$ cat src/rtl/tt_um_logarithmic_afpm_pkg.sv
// tt_um_logarithmic_afpm_pkg: shared FP16 field layout, bias and special encodings for the Mitchell multiplier
package tt_um_logarithmic_afpm_pkg;
  localparam int SIGN_W = 1;
  localparam int EXP_W = 5;
  localparam int FRAC_W = 10;
  localparam int BIAS = 15;
  localparam logic [15:0] QNAN = 16'h7E00;
  localparam logic [15:0] INF = 16'h7C00;
  localparam logic [15:0] MAXF = 16'h7BFF;
  localparam logic [15:0] ZERO = 16'h0000;
  typedef struct packed {
    logic [SIGN_W-1:0] sign;
    logic [EXP_W-1:0] exp;
    logic [FRAC_W-1:0] frac;
  } fp16_t;
endpackage

$ cat src/rtl/tt_um_logarithmic_afpm_core.sv
// afpm_mitchell_core: combinational FP16 multiply by Mitchell log approximation (a, b -> p); AFPM_SPECIAL_EN adds inf/NaN handling
module afpm_mitchell_core
  import tt_um_logarithmic_afpm_pkg::*;
#(
  parameter int BIAS = tt_um_logarithmic_afpm_pkg::BIAS
) (
  input  logic [15:0] a,
  input  logic [15:0] b,
  output logic [15:0] p
);
  fp16_t fa, fb;
  logic sign, za, zb, uf, of;
  logic [FRAC_W:0] s;
  logic signed [6:0] e;
  logic [15:0] norm;
  assign fa = fp16_t'(a);
  assign fb = fp16_t'(b);
  assign sign = fa.sign ^ fb.sign;
  assign za = fa.exp == '0;
  assign zb = fb.exp == '0;
  // Adding the fractions is the log-domain multiply; the carry renormalises
  assign s = {1'b0, fa.frac} + {1'b0, fb.frac};
  assign e = 7'(fa.exp) + 7'(fb.exp) - 7'(BIAS) + 7'(s[FRAC_W]);
  assign uf = e <= 7'sd0;
  assign of = e >= 7'sd31;
  assign norm = {sign, e[EXP_W-1:0], s[FRAC_W-1:0]};
`ifdef AFPM_SPECIAL_EN
  logic inf_a, inf_b, nan;
  assign inf_a = (&fa.exp) && fa.frac == '0;
  assign inf_b = (&fb.exp) && fb.frac == '0;
  assign nan = ((&fa.exp) && fa.frac != '0) || ((&fb.exp) && fb.frac != '0) || (inf_a && zb) || (inf_b && za);
  always_comb
    p = nan ? QNAN :
        (inf_a || inf_b) ? {sign, INF[14:0]} :
        (za || zb || uf) ? {sign, ZERO[14:0]} :
        of ? {sign, INF[14:0]} : norm;
`else
  always_comb
    p = (za || zb || uf) ? {sign, ZERO[14:0]} :
        of ? {sign, MAXF[14:0]} : norm;
`endif
endmodule

$ cat src/rtl/tt_um_logarithmic_afpm.sv
// tt_um_logarithmic_afpm: 4-phase byte-serial framing around the Mitchell FP16 multiplier.
// Ports: clk, rst (sync, active-high), ena (hold when low), ui_in/uio_in operand bytes (low then high),
// uo_out product bytes (low after phase 2, high after phase 3), uio_out/uio_oe tied low.
// Optional macro AFPM_SPECIAL_EN enables infinity/NaN handling in the core.
module tt_um_logarithmic_afpm
  import tt_um_logarithmic_afpm_pkg::*;
#(
  parameter int BIAS = tt_um_logarithmic_afpm_pkg::BIAS
) (
  input  logic       clk,
  input  logic       rst,
  input  logic       ena,
  input  logic [7:0] ui_in,
  input  logic [7:0] uio_in,
  output logic [7:0] uo_out,
  output logic [7:0] uio_out,
  output logic [7:0] uio_oe
);
  logic [1:0] ph;
  logic [15:0] a, b, p, p_c;
  assign uio_out = 8'h00;
  assign uio_oe = 8'h00;
  afpm_mitchell_core #(.BIAS(BIAS)) u_core (.a(a), .b(b), .p(p_c));
  always_ff @(posedge clk)
    if (rst) begin
      ph <= 2'd0;
      a <= '0;
      b <= '0;
      p <= '0;
      uo_out <= 8'h00;
    end else if (ena) begin
      ph <= ph + 2'd1;
      if (ph == 2'd0) begin
        a[7:0] <= ui_in;
        b[7:0] <= uio_in;
      end
      if (ph == 2'd1) begin
        a[15:8] <= ui_in;
        b[15:8] <= uio_in;
      end
      if (ph == 2'd2) begin
        p <= p_c;
        uo_out <= p_c[7:0];
      end
      if (ph == 2'd3) uo_out <= p[15:8];
    end
endmodule

$ cat config.mk
export PLATFORM = sky130hd
export DESIGN_NAME = tt_um_logarithmic_afpm
export DESIGN_NICKNAME = d
export VERILOG_FILES = /design/src/rtl/tt_um_logarithmic_afpm_pkg.sv /design/src/rtl/tt_um_logarithmic_afpm_core.sv /design/src/rtl/tt_um_logarithmic_afpm.sv
export SDC_FILE = /design/constraint.sdc
export NUM_CORES = 1
export LEC_CHECK = 0
export BUFFER_PORTS_ARGS = -buffer_cell sky130_fd_sc_hd__buf_2
export CORE_MARGIN = 8
export CORE_UTILIZATION = 30
export DETAILED_ROUTE_END_ITERATION = 10
export SLEW_MARGIN = 10
export SYNTH_ARGS = -nofsm -noshare
export SYNTH_HDL_FRONTEND = slang
export SYNTH_HIERARCHICAL = 1
export SYNTH_SLANG_ARGS = --single-unit
$ cat constraint.sdc
create_clock -name clk -period 3.35 [get_ports clk]
set_input_delay 0.1675 -clock clk [delete_from_list [all_inputs] [get_ports clk]]
set_output_delay 0.1675 -clock clk [all_outputs]
set_load 0.05 [all_outputs]
# Word level (Yosys, flattened, before mapping)

Index checks and enable logic that the tools add are counted.

$add $sub $neg: 5
Order comparisons: 2
Equality and inequality tests: 3
Mux-type cells: 4
Bitwise logic cells: 1
Reductions and logical operators: 10

Operators by type and width:

| kind                | number |
|---|---|
| $mux 15             | 2 |
| $mux 8              | 2 |
| $add 10x10->11      | 1 |
| $logic_not 5->1     | 2 |
| $reduce_and 2->1    | 4 |
| $add 7x1->7         | 1 |
| $ge 7x6->1 const B  | 1 |
| $le 7x1->1 const B  | 1 |
| $sub 7x4->7 const B | 1 |
| $add 5x5->6         | 1 |
| $eq 2x2->1 const B  | 2 |
| $add 2x1->2 const B | 1 |
| $eq 2x1->1 const B  | 1 |
| $logic_not 2->1     | 1 |
| $logic_or 1x1->1    | 2 |
| $reduce_bool 2->1   | 1 |
| $xor 1x1->1         | 1 |

Register bits: 58
Bits of input ports: 19
Output and inout port bits: 24
Word-level logic and storage cells: 32

# Logic depth before layout (Yosys ltp)

Gate-level depths: netlist of run 1.

Depth in word-level cells: 8
Mapped depth: 20
Gate-level depth less buffers: 19

# By module

The synthesis of run 1 kept the hierarchy.

Modules (own cells, without submodules):

| module                 | times used | cells an instance | area an instance (um^2) | sequential area each (um^2) |
|---|---|---|---|---|
| tt_um_logarithmic_afpm | 1          | 243               | 2164.6                  | 1001.0 |
| afpm_mitchell_core     | 1          | 124               | 1003.5                  | 0.0 |

# Least setup slack after synthesis of run 1

OpenSTA, ideal clock, no wires.

Path type: reg2reg
Start: reg a[0]
End: reg uo_out[2]
Setup time: 79 ps
Arrival: 3515 ps
Data required time: 3271 ps
Slack: -245 ps
Stages on the path, launching flop included: 20
Buffers on the path: 1
Period minus slack after synthesis: 3595 ps
Path through: dfxtp_1 ha_1 fa_1 a211oi_1 nor2_1 o21ai_0 a21oi_1 a21o_1 a21oi_1 ha_1 inv_1 ha_1 xor2_1 a31oi_1 o211ai_2 mux2i_4 buf_6 a211oi_1 mux2i_1 a211oi_2

Cells in the longest elaborated chain, start to end: 7
Elaborated cells between the ends (all ways): 9
Classes of those cells: add/sub: 2; order compare: 2; mux: 4; reduce/logical: 1

RTL lines:

| what                                        | RTL line                                                             | text |
|---|---|---|
| start, declared                             | tt_um_logarithmic_afpm.sv:20                                         | `logic [15:0] a, b, p, p_c;` |
| start signal, assigned                      | tt_um_logarithmic_afpm.sv:34                                         | `a[7:0] <= ui_in;` |
| $add 10x10->11 *                            | tt_um_logarithmic_afpm_core.sv:22                                    | `assign s = {1'b0, fa.frac} + {1'b0, fb.frac};` |
| $add 7x1->7                                 | tt_um_logarithmic_afpm_core.sv:23                                    | `assign e = 7'(fa.exp) + 7'(fb.exp) - 7'(BIAS) + 7'(s[FRAC_W]);` |
| $ge 7x6->1 or $le 7x1->1 (tied branches)    | tt_um_logarithmic_afpm_core.sv:25, tt_um_logarithmic_afpm_core.sv:24 |  |
| $mux 15 or $logic_or 1x1->1 (tied branches) | tt_um_logarithmic_afpm_core.sv:40, tt_um_logarithmic_afpm_core.sv:39 |  |
| $mux 15 *                                   | tt_um_logarithmic_afpm_core.sv:39                                    | `p = (za \|\| zb \|\| uf) ? {sign, ZERO[14:0]} :` |
| net p_c[2]                                  | tt_um_logarithmic_afpm.sv:20                                         |  |
| $mux 8 *                                    | tt_um_logarithmic_afpm.sv:41                                         | `if (ph == 2'd2) begin` |
| $mux 8 *                                    | tt_um_logarithmic_afpm.sv:45                                         | `if (ph == 2'd3) uo_out <= p[15:8];` |
| end signal, assigned                        | tt_um_logarithmic_afpm.sv:43                                         | `uo_out <= p_c[7:0];` |
| end signal, assigned                        | tt_um_logarithmic_afpm.sv:45                                         |  |
| end, declared                               | tt_um_logarithmic_afpm.sv:15                                         | `output logic [7:0] uo_out,` |

Mark *: on every way through the listed nets, which the timed path passes. The rest lies on a longest branch. The select of a mux whose other input is x is not followed.
A chain may end at the register's enable or synchronous reset.

# Worst setup path after layout of run 1

Start: reg b[0]
End: reg uo_out[2]

Cells in the longest elaborated chain, start to end: 7
Elaborated cells between the ends (all ways): 9
Classes of those cells: add/sub: 2; order compare: 2; mux: 4; reduce/logical: 1

RTL lines:

| what                                        | RTL line                                                             | text |
|---|---|---|
| start, declared                             | tt_um_logarithmic_afpm.sv:20                                         |  |
| start signal, assigned                      | tt_um_logarithmic_afpm.sv:35                                         | `b[7:0] <= uio_in;` |
| $add 10x10->11 *                            | tt_um_logarithmic_afpm_core.sv:22                                    |  |
| $add 7x1->7                                 | tt_um_logarithmic_afpm_core.sv:23                                    |  |
| $ge 7x6->1 or $le 7x1->1 (tied branches)    | tt_um_logarithmic_afpm_core.sv:25, tt_um_logarithmic_afpm_core.sv:24 |  |
| $mux 15 or $logic_or 1x1->1 (tied branches) | tt_um_logarithmic_afpm_core.sv:40, tt_um_logarithmic_afpm_core.sv:39 |  |
| $mux 15 *                                   | tt_um_logarithmic_afpm_core.sv:39                                    |  |
| net p_c[2]                                  | tt_um_logarithmic_afpm.sv:20                                         |  |
| $mux 8 *                                    | tt_um_logarithmic_afpm.sv:41                                         |  |
| $mux 8 *                                    | tt_um_logarithmic_afpm.sv:45                                         |  |

Marks and branches as above.

==> impl_metrics.ini, run 1 <==
[status]
outcome = finished, violations left
violations = setup timing

[clocking]
clock_sinks = 50
clk_latency_ps = 310
clkSlewWorstSetupHoldPaths_ps = 100
cts_root_buffer = clkbuf_8
cts_tree = done
cts_max_level = 2
cts_max_path_buffers = 2
numCtsBuffers = 5
cts_hold_buffers = 0

[final_layout]
diodes = 0
final_cell_mix = nand2_1, dfxtp_1, a21oi_1, buf_2, a21oi_2
fin_util = 0.356
drive_gt1_frac = 0.303
layout_commonest_cell = nand2_1
finalNonFillerCells = 532
syn2layout_area_growth_pct = 15.6
final_nets = 437

[yosys]
netlist_instances = 367
ys_seq_area_frac = 0.316
ys_ff_latch = 50
syn_area_mm2 = 0.00317
synth_area_leaders = dfxtp_1, nand2_1, ha_1
avgSynthCellArea_um2 = 8.63
netlist.area_leader.share = 0.316
synth.distinct_cells = 45
synth_area_leader_cell = dfxtp_1
yosys_warnings = 6

[worst_setup_path]
r2r_end = uo_out[2]
crit_required_ps = 3570
rrSetupSlack_ps = -190
rr_worst_depth = 19
critPathKind = reg2reg
worstPathArrival_ps = 3760
cp_max_fo = 14
r2r_start = b[0]
endpoint_kind = flip-flop
start_kind = flip-flop

[floorplanning]
die-area_mm2 = 0.0141
start_util = 0.308
die_x_um = 119
rows = 37
core_mm2 = 0.0103
ios = 43
fp.dieH_um = 119

[power_and_ir_drop]
power.leakage_uw = 0.00135
p_int_uw = 986
combPwrFrac = 0.238
pwr-share-clk = 0.314
ir_worst_vdd_v = 0.000212
p_per_area_mw_per_mm2 = 395
p_sw_frac = 0.319
power_frac_seq = 0.448
p_switching_uw = 462

[min_path]
hp-start = ui_in[0]
hold_end = a[0]
hold_class = in2reg
worstHoldPathCells = 3

[sta]
timing.hold.ws_ps = 93.5
fmaxAchievable_mhz = 282
worstMarginPinSlew_ps = 1210
slew_viol_final = 0
rsz0062_at_grt = yes
period_share = 1.06
finalHoldViolations = 0
clock_skew_ps = 11.6
slew_headroom = 0.192
setup_tns_ps = -1800
post-route-min-period_ps = 3540
finalSetupViolations = 14
setup_ws_ps = -192

[place]
place.gp.congestion = 0.759
port_buffers = 26
dp_hpwl_mm = 5.31
dp.cells = 518

[routing]
vias_per_cell = 4.61
drtAntennaViolNets = 0
wl_mm = 7.21
wl_per_cell_um = 13.5
drt-initial-drc-count = 121
drc_errors = 0
drt-pass1-iter-count = 4
vias = 2453

[grt]
antenna_found_initial = 0
grt_max_degree = 51
met1_usage = 0.138
met3_usage = 0.0252
overflow = 0
grt_usage = 0.102
grt_pass1_vias = 2500
grt_pass1_wl_mm = 12.2
busiest_layer = met2
grtUsageMet2 = 0.158

[job]
max_cap_viol_count = 0
## cell families (layout without fill, tap and decap cells)
family / count (synthesis) / count (layout) / synth area share
AND/OR/NAND/NOR: 126 / 126 / 0.179
AO/OA/AOI/OAI: 91 / 91 / 0.222
buffers and inverters: 51 / 65 / 0.105
flip-flops: 50 / 50 / 0.316
adder cells (fa/ha/maj): 23 / 23 / 0.0956
XOR/XNOR: 15 / 15 / 0.0462
multiplexers: 10 / 10 / 0.0355
other: 1 / 16 / 0.00118
## per-layer routing
layer  up-vias  wire length, um  part of all wire
met5         -                0                 0
met2        43             3220              0.45
met4         0               46            0.0064
met1      1132             3680              0.51
li1       1274                -                 -
met3         4              262             0.036
## critical path: stages (launching register included)
cell and delay [ps]:
dfxtp_2 350, ha_4 160, fa_2 370, a211oi_2 190, nor2_1 80, o21ai_2 160
a21oi_2 80, a21o_1 170, a21oi_2 120, ha_2 190, inv_2 50, ha_4 170
xor2_4 210, a31oi_2 120, o211ai_2 190, mux2i_4 110, buf_12 170, a211oi_2 180
mux2i_1 130, a211oi_2 230
## state kept, by name, summed over array words and instances (netlist names)
signal and flops:
p 8, a 16, ph 2, b 16, uo_out 8
## synthesized netlist by cell type (all sizes together)
library cell,count
and3,1
a21boi,1
and2,2
o22ai,1
o21a,1
or2,1
a21o,2
fa,2
inv,14
nand4,1
xnor2,9
dfxtp,50
buf,35
o211ai,3
nor3,4
a21oi,49
mux2i,10
conb,1
clkbuf,2
nor4b,2
nand2b,3
ha,21
nand2,80
nor2,17
a211oi,23
o21bai,1
a311oi,1
or4,2
nand3,11
or3,2
xor2,6
o21ai,6
a31oi,3
## worst max-delay path by stage
stage	to	depth (start not counted)	slack, ps	startpoint
after global placement	uo_out[2]	19	-130	b[0]
after detailed placement	uo_out[1]	19	-250	b[0]
final	uo_out[2]	19	-190	b[0]
after CTS	uo_out[1]	19	-130	b[0]
after floorplan	uo_out[5]	19	1	b[0]
after global routing	p[11]	19	-410	b[0]
## cell type report
class	instances	area [um2]
clock buffers	6	82.6
clock inverters	2	38.8
fillers	1095	6620
inverters	14	52.6
multi-input cells	281	2010
flip-flops and latches	50	1000
well taps	136	170
repair buffers	43	308
## repair_timing
| item | in CTS | in global routing |
|---|---|---|
| pin swaps | 8 | 11 |
| cloned | 0 | 1 |
| gates resized for setup | 6 | 10 |
| endpoints found under the setup margin | 14 | 14 |
| buffers inserted | 0 | 5 |
## power by group through the flow
stage	registers [uW]	logic (uW)	clock network, uW
floorplan	676	256	0
global placement	660	324	0
detailed placement	661	324	0
CTS	648	331	469
global route	653	378	494
finish	648	344	455
## per-stage QoR
stage | power, uW | setup WS, ps | cell area (um2)
6_report | 1450 | -192 | 3660
5_1_grt | 1530 | -407 | 3660
4_1_cts | 1450 | -129 | 3560
3_5_place_dp | 985 | -251 | 3410
3_3_place_gp | 983 | -133 | 3410
2_1_floorplan | 932 | 1.02 | 3280
Note: power is estimated with default switching activity, not from simulation.
==> inputs of run 2 (changes only) <==
CORE_UTILIZATION = 25   (was 30)
==> run 2 against run 1 <==
- the run still ends with setup timing left
- maximum frequency grew 2.2%
- clock skew down 5.3 ps
- non-clock buffer count decreased by 3
- flip-flop and latch count unchanged
- worst setup slack gained 75 ps
- clock power up 45%
==> impl_metrics.ini, run 2 (synthesis gave the netlist of run 1 again) <==
[final_layout]
drive_gt1_frac = 0.295
n_fill_cell = 1354
syn2layout_area_growth_pct = 17.9
reg_top3 = a (16), b (16)
diodes = 0
final_cell_mix = nand2_1, dfxtp_1, buf_2
final_nets = 434
layout_commonest_cell = nand2_1

[sta]
slew_headroom = 0.192
setup_tns_ps = -956
post-route-min-period_ps = 3470
finalHoldViolations = 0
worstMarginPinSlew_ps = 1210
rsz0062_at_grt = yes
period_share = 1.03
timing.hold.ws_ps = 130
clock_skew_ps = 6.27
finalSetupViolations = 12
slew_viol_final = 0
fmaxAchievable_mhz = 288
setup_ws_ps = -117

[worst_setup_path]
cp_max_fo = 14
critPathKind = reg2reg
r2r_end = p[12]
start_kind = flip-flop
rrSetupSlack_ps = -120
cpMaxStageDelayCell = fa_2
crit_required_ps = 3550
crit_chain = ha_4 > fa_2 > a211oi_2 > nor2_1 > o21ai_2 > a21oi_2 > a21o_1 > a21oi_2 > ha_2 > inv_2 > ha_4 > xor2_4 > a31oi_1 > o211ai_2 > mux2i_4 > buf_12 > buf_4 > a211oi_2 > nand3_1 > a21oi_1
cp_slowest_stage_delay_ps = 360
endpoint_kind = flip-flop
r2r_start = b[0]
rr_worst_depth = 20
worstPathArrival_ps = 3670

[min_path]
hold_end = a[0]
worstHoldPathCells = 3
hp-start = ui_in[0]
hold_class = in2reg

[grt]
antenna_found_initial = 0
overflow = 0
grt_pass1_vias = 2407
grt_usage = 0.0870
grt_max_degree = 51
grt_pass1_wl_mm = 11.8

[routing]
drtAntennaViolNets = 0
vias_per_cell = 4.36
drc_errors = 0
dr_wl_met3_um = 307
routed-wl-met2_mm = 2.98
route.top_layer_used = met4
wl_per_cell_um = 12.3
met1_length_mm = 3.64
drt-pass1-iter-count = 4
vias = 2461
drt-initial-drc-count = 99
wl_mm = 6.96

[power_and_ir_drop]
p_int_uw = 1180
power.leakage_uw = 0.00135
pwr-share-clk = 0.403
ir_worst_vdd_v = 0.000260
p_sw_frac = 0.280
p_per_area_mw_per_mm2 = 441
combPwrFrac = 0.203
p_switching_uw = 462
power_frac_seq = 0.394

[floorplanning]
start_util = 0.253
die_x_um = 129
fp.dieH_um = 129
rows = 41
ios = 43
core_mm2 = 0.0125
die-area_mm2 = 0.0165

[clocking]
cts_max_path_buffers = 2
cts_root_buffer = clkbuf_16
numCtsBuffers = 5
cts_tree = done
cts_hold_buffers = 0
cts_max_level = 2
clk_latency_ps = 280
clock_sinks = 50
clkSlewWorstSetupHoldPaths_ps = 70

[place]
place.gp.congestion = 0.807
dp_slack_ps = -276
port_buffers = 26
dp_hpwl_mm = 5.42

[status]
violations = setup timing
outcome = finished, violations left

[job]
max_cap_viol_count = 0
[run 2: changes by cell type in the layout (fill, tap and decap cells not counted), moves of 2 or more]
cell,before,now
clkbuf_8,6,1
buf_6,2,0
a21oi_2,23,25
a21oi_1,26,24
clkbuf_16,1,5
[run 2: timing repair]
item                       in CTS  in global routing
setup buffers                   4                  0
resized for setup               8                  5
pin swaps                      11                  1
setup endpoints to repair      14                 14
[run 2: power by group through the flow]
stage | registers (uW) | clock network [uW] | logic [uW]
after floorplan | 676 | 0 | 256
after CTS | 648 | 678 | 332
after global placement | 659 | 0 | 323
after global routing | 653 | 713 | 369
after detailed placement | 661 | 0 | 324
final | 649 | 662 | 335
[run 2: worst max path at each step]
stage	from	to	slack (ps)	cells past startpoint
after global placement	b[0]	uo_out[5]	-130	19
after detailed placement	b[0]	uo_out[1]	-280	19
final	b[0]	p[12]	-120	20
after global routing	b[0]	uo_out[0]	-320	19
after CTS	b[0]	p[12]	-110	20
after floorplan	b[0]	uo_out[5]	1	19
[run 2: area by class of cell]
class / count / area (um2) / share of cell area
Tap cell: 172 / 215 / 0.0576
Clock inverter: 2 / 60.1 / 0.0161
Clock buffer: 6 / 139 / 0.0372
Inverter: 14 / 52.6 / 0.0141
Sequential cell: 50 / 1000 / 0.269
Multi-Input combinational cell: 281 / 2000 / 0.537
Timing Repair Buffer: 40 / 260 / 0.0697
[run 2: stage by stage]
| step | util | instances | cell area, um2 | total power [uW] |
|---|---|---|---|---|
| 2_1_floorplan | - | 382 | 3280 | 932 |
| 3_3_place_gp | 0.276 | 554 | 3450 | 982 |
| 3_5_place_dp | 0.276 | 554 | 3450 | 985 |
| 4_1_cts | 0.296 | 565 | 3710 | 1660 |
| 5_1_grt | 0.298 | 565 | 3730 | 1730 |
| 6_report | 0.298 | 565 | 3730 | 1650 |
[run 2: metal layers]
| metal | vias up | global-route usage |
|---|---|---|
| met4 | 0 | 0.0187 |
| met5 | - | 0 |
| li1 | 1268 | - |
| met1 | 1145 | 0.123 |
| met2 | 44 | 0.130 |
| met3 | 4 | 0.0211 |
[run 2: critical path: cells and delay by family, from the launching register on]
family,cells,cell delay [ps]
simple gates,2,160
mux,1,110
compound gates,9,1360
fa+ha+maj,4,880
xor+xnor,1,190
flops,1,340
buf+inv,3,350
==> inputs of run 3 (changes only) <==
clock period = 3.6 ns   (was 3.35 ns; I/O delays follow)
==> run 3 against run 2 <==
- the flow still finishes with violations (setup timing)
- flip-flop and latch count unchanged
- combinational power decreased by 2%
- non-clock buffer count increased by 20
- hold slack improved by 6.1 ps
- worst setup slack improved by 55 ps
- cell area increased by 4.0%
- clock power decreased by 29%
- critical endpoint is now uo_out[7]
- critical path depth increased by 1
- highest routed layer unchanged
- largest cell class unchanged
- register-to-register slack improved by 50 ps
- clock skew about the same
- count of clock-buffer cells in the layout decreased by 1
==> impl_metrics.ini, run 3 (synthesis gave the netlist of run 1 again) <==
[final_layout]
reg_top3 = a (16), b (16)
syn2layout_area_growth_pct = 22.6
fin_area_mm2 = 0.00388
layout_commonest_cell = nand2_1
drive_gt1_frac = 0.337
multi_input_area_mm2 = 0.00204
finalNonFillerCells = 585
n_fill_cell = 1359
register_area_mm2 = 0.00100
final_cell_mix = nand2_1, dfxtp_1, buf_4
diodes = 0
final_nets = 454

[grt]
grt_usage = 0.0935
overflow = 0
antenna_found_initial = 0
grt_pass1_vias = 2614
grt_max_degree = 51
grt_pass1_wl_mm = 12.7

[worst_setup_path]
worstPathArrival_ps = 3790
crit_required_ps = 3720
rr_worst_depth = 21
start_kind = flip-flop
critPathKind = reg2reg
rrSetupSlack_ps = -60
cp_max_fo = 8
r2r_start = b[0]
endpoint_kind = flip-flop
r2r_end = uo_out[7]

[sta]
clock_skew_ps = 6.72
setup_ws_ps = -62.2
period_share = 1.02
worstMarginPinSlew_ps = 1210
post-route-min-period_ps = 3660
setup_tns_ps = -262
slew_viol_final = 0
slew_headroom = 0.195
rsz0062_at_grt = yes
finalSetupViolations = 9
fmaxAchievable_mhz = 273
finalHoldViolations = 0

[routing]
drt-pass1-iter-count = 4
drt-initial-drc-count = 109
wl_per_cell_um = 13.2
vias_per_cell = 4.43
drtAntennaViolNets = 0
drc_errors = 0
wl_mm = 7.75
vias = 2592

[floorplanning]
rows = 41
die_x_um = 129
die-area_mm2 = 0.0165
ios = 43
core_mm2 = 0.0125
start_util = 0.253
fp.dieH_um = 129

[min_path]
hold_class = in2reg
hp-start = uio_in[4]
hold_end = b[4]
worstHoldPathCells = 3

[clocking]
clock_sinks = 50
cts_hold_buffers = 0
clk_latency_ps = 290
cts_root_buffer = clkbuf_16
cts_tree = done
cts_max_path_buffers = 2
clkSlewWorstSetupHoldPaths_ps = 70
numCtsBuffers = 5
cts_max_level = 2

[place]
port_buffers = 26
place.gp.congestion = 0.821
dp_hpwl_mm = 5.31
place_area_mm2 = 0.00338
dp.cells = 551

[job]
max_cap_viol_count = 0

[power_and_ir_drop]
ir_worst_vdd_v = 0.000181
power_frac_seq = 0.430
p_per_area_mw_per_mm2 = 361
combPwrFrac = 0.235
p_sw_frac = 0.323
power.leakage_uw = 0.00142
p_switching_uw = 453
pwr-share-clk = 0.335
p_int_uw = 950

[status]
violations = setup timing
outcome = finished, violations left
==> run 3: cell types whose count changed in the layout (fill, tap and decap cells not counted), sizes merged <==
cell	delta
buf	+20
bufinv	-2
clkinv	+2
clkbuf	-1
clkinvlp	+1
==> run 3: how the worst max path moves through the flow <==
stage / start / end / slack (ps) / depth (start not counted)
floorplan: a[0] / uo_out[2] / 5 / 19
global placement: a[0] / uo_out[6] / -130 / 20
detailed placement: a[0] / uo_out[5] / -280 / 19
CTS: b[0] / uo_out[0] / 10 / 21
global route: b[0] / uo_out[7] / -300 / 21
finish: b[0] / uo_out[7] / -60 / 21
==> run 3: final cells by class <==
cell class | instances | share of cell area
multi-input cells | 281 | 0.526
flip-flops and latches | 50 | 0.258
repair buffers | 60 | 0.109
well taps | 172 | 0.0554
clock buffers | 5 | 0.0322
inverters | 14 | 0.0135
clock inverters | 3 | 0.00548
==> run 3: routing by layer <==
metal  vias to the layer above  global-route usage  part of all wire
li1                       1316                   -                 -
met1                      1213               0.124              0.49
met2                        53               0.146              0.45
met3                        10              0.0215             0.040
met4                         0              0.0318             0.014
met5                         -                   0                 0
==> run 3: through the flow <==
stage,worst slack (ps),hold WS (ps),utilization,total power [uW]
4_1_cts,13.0,133,0.302,1390
2_1_floorplan,5.19,316,-,860
3_5_place_dp,-276,441,0.270,904
6_report,-62.2,136,0.310,1400
5_1_grt,-296,132,0.310,1470
3_3_place_gp,-125,437,0.270,901
==> run 3: timing repair <==
action,CTS,global route
resized for setup,24,17
cloned,0,0
endpoints found under the setup margin,14,14
pin swaps,16,15
buffers inserted,25,3
==> run 3: power by group through the flow <==
stage	clock, uW	combinational [uW]	sequential [uW]
2_1_floorplan	0	231	629
3_3_place_gp	0	288	613
3_5_place_dp	0	289	615
4_1_cts	477	307	603
5_1_grt	505	358	607
6_report	470	329	604
==> run 3: worst max-delay path, stage by stage (launching register included) <==
cell      delay (ps)
dfxtp_2          340
ha_4             160
fa_2             350
a211oi_2         230
nor2_1            70
o21ai_2          180
a21oi_2          100
a21o_1           210
a21oi_2          130
ha_2             200
inv_2             50
ha_4             180
xor2_4           190
buf_6            140
nor3_4           120
o21ai_2           70
a21oi_2          190
buf_12           150
buf_8            130
a211oi_2          40
mux2i_1          170
a211oi_2          90
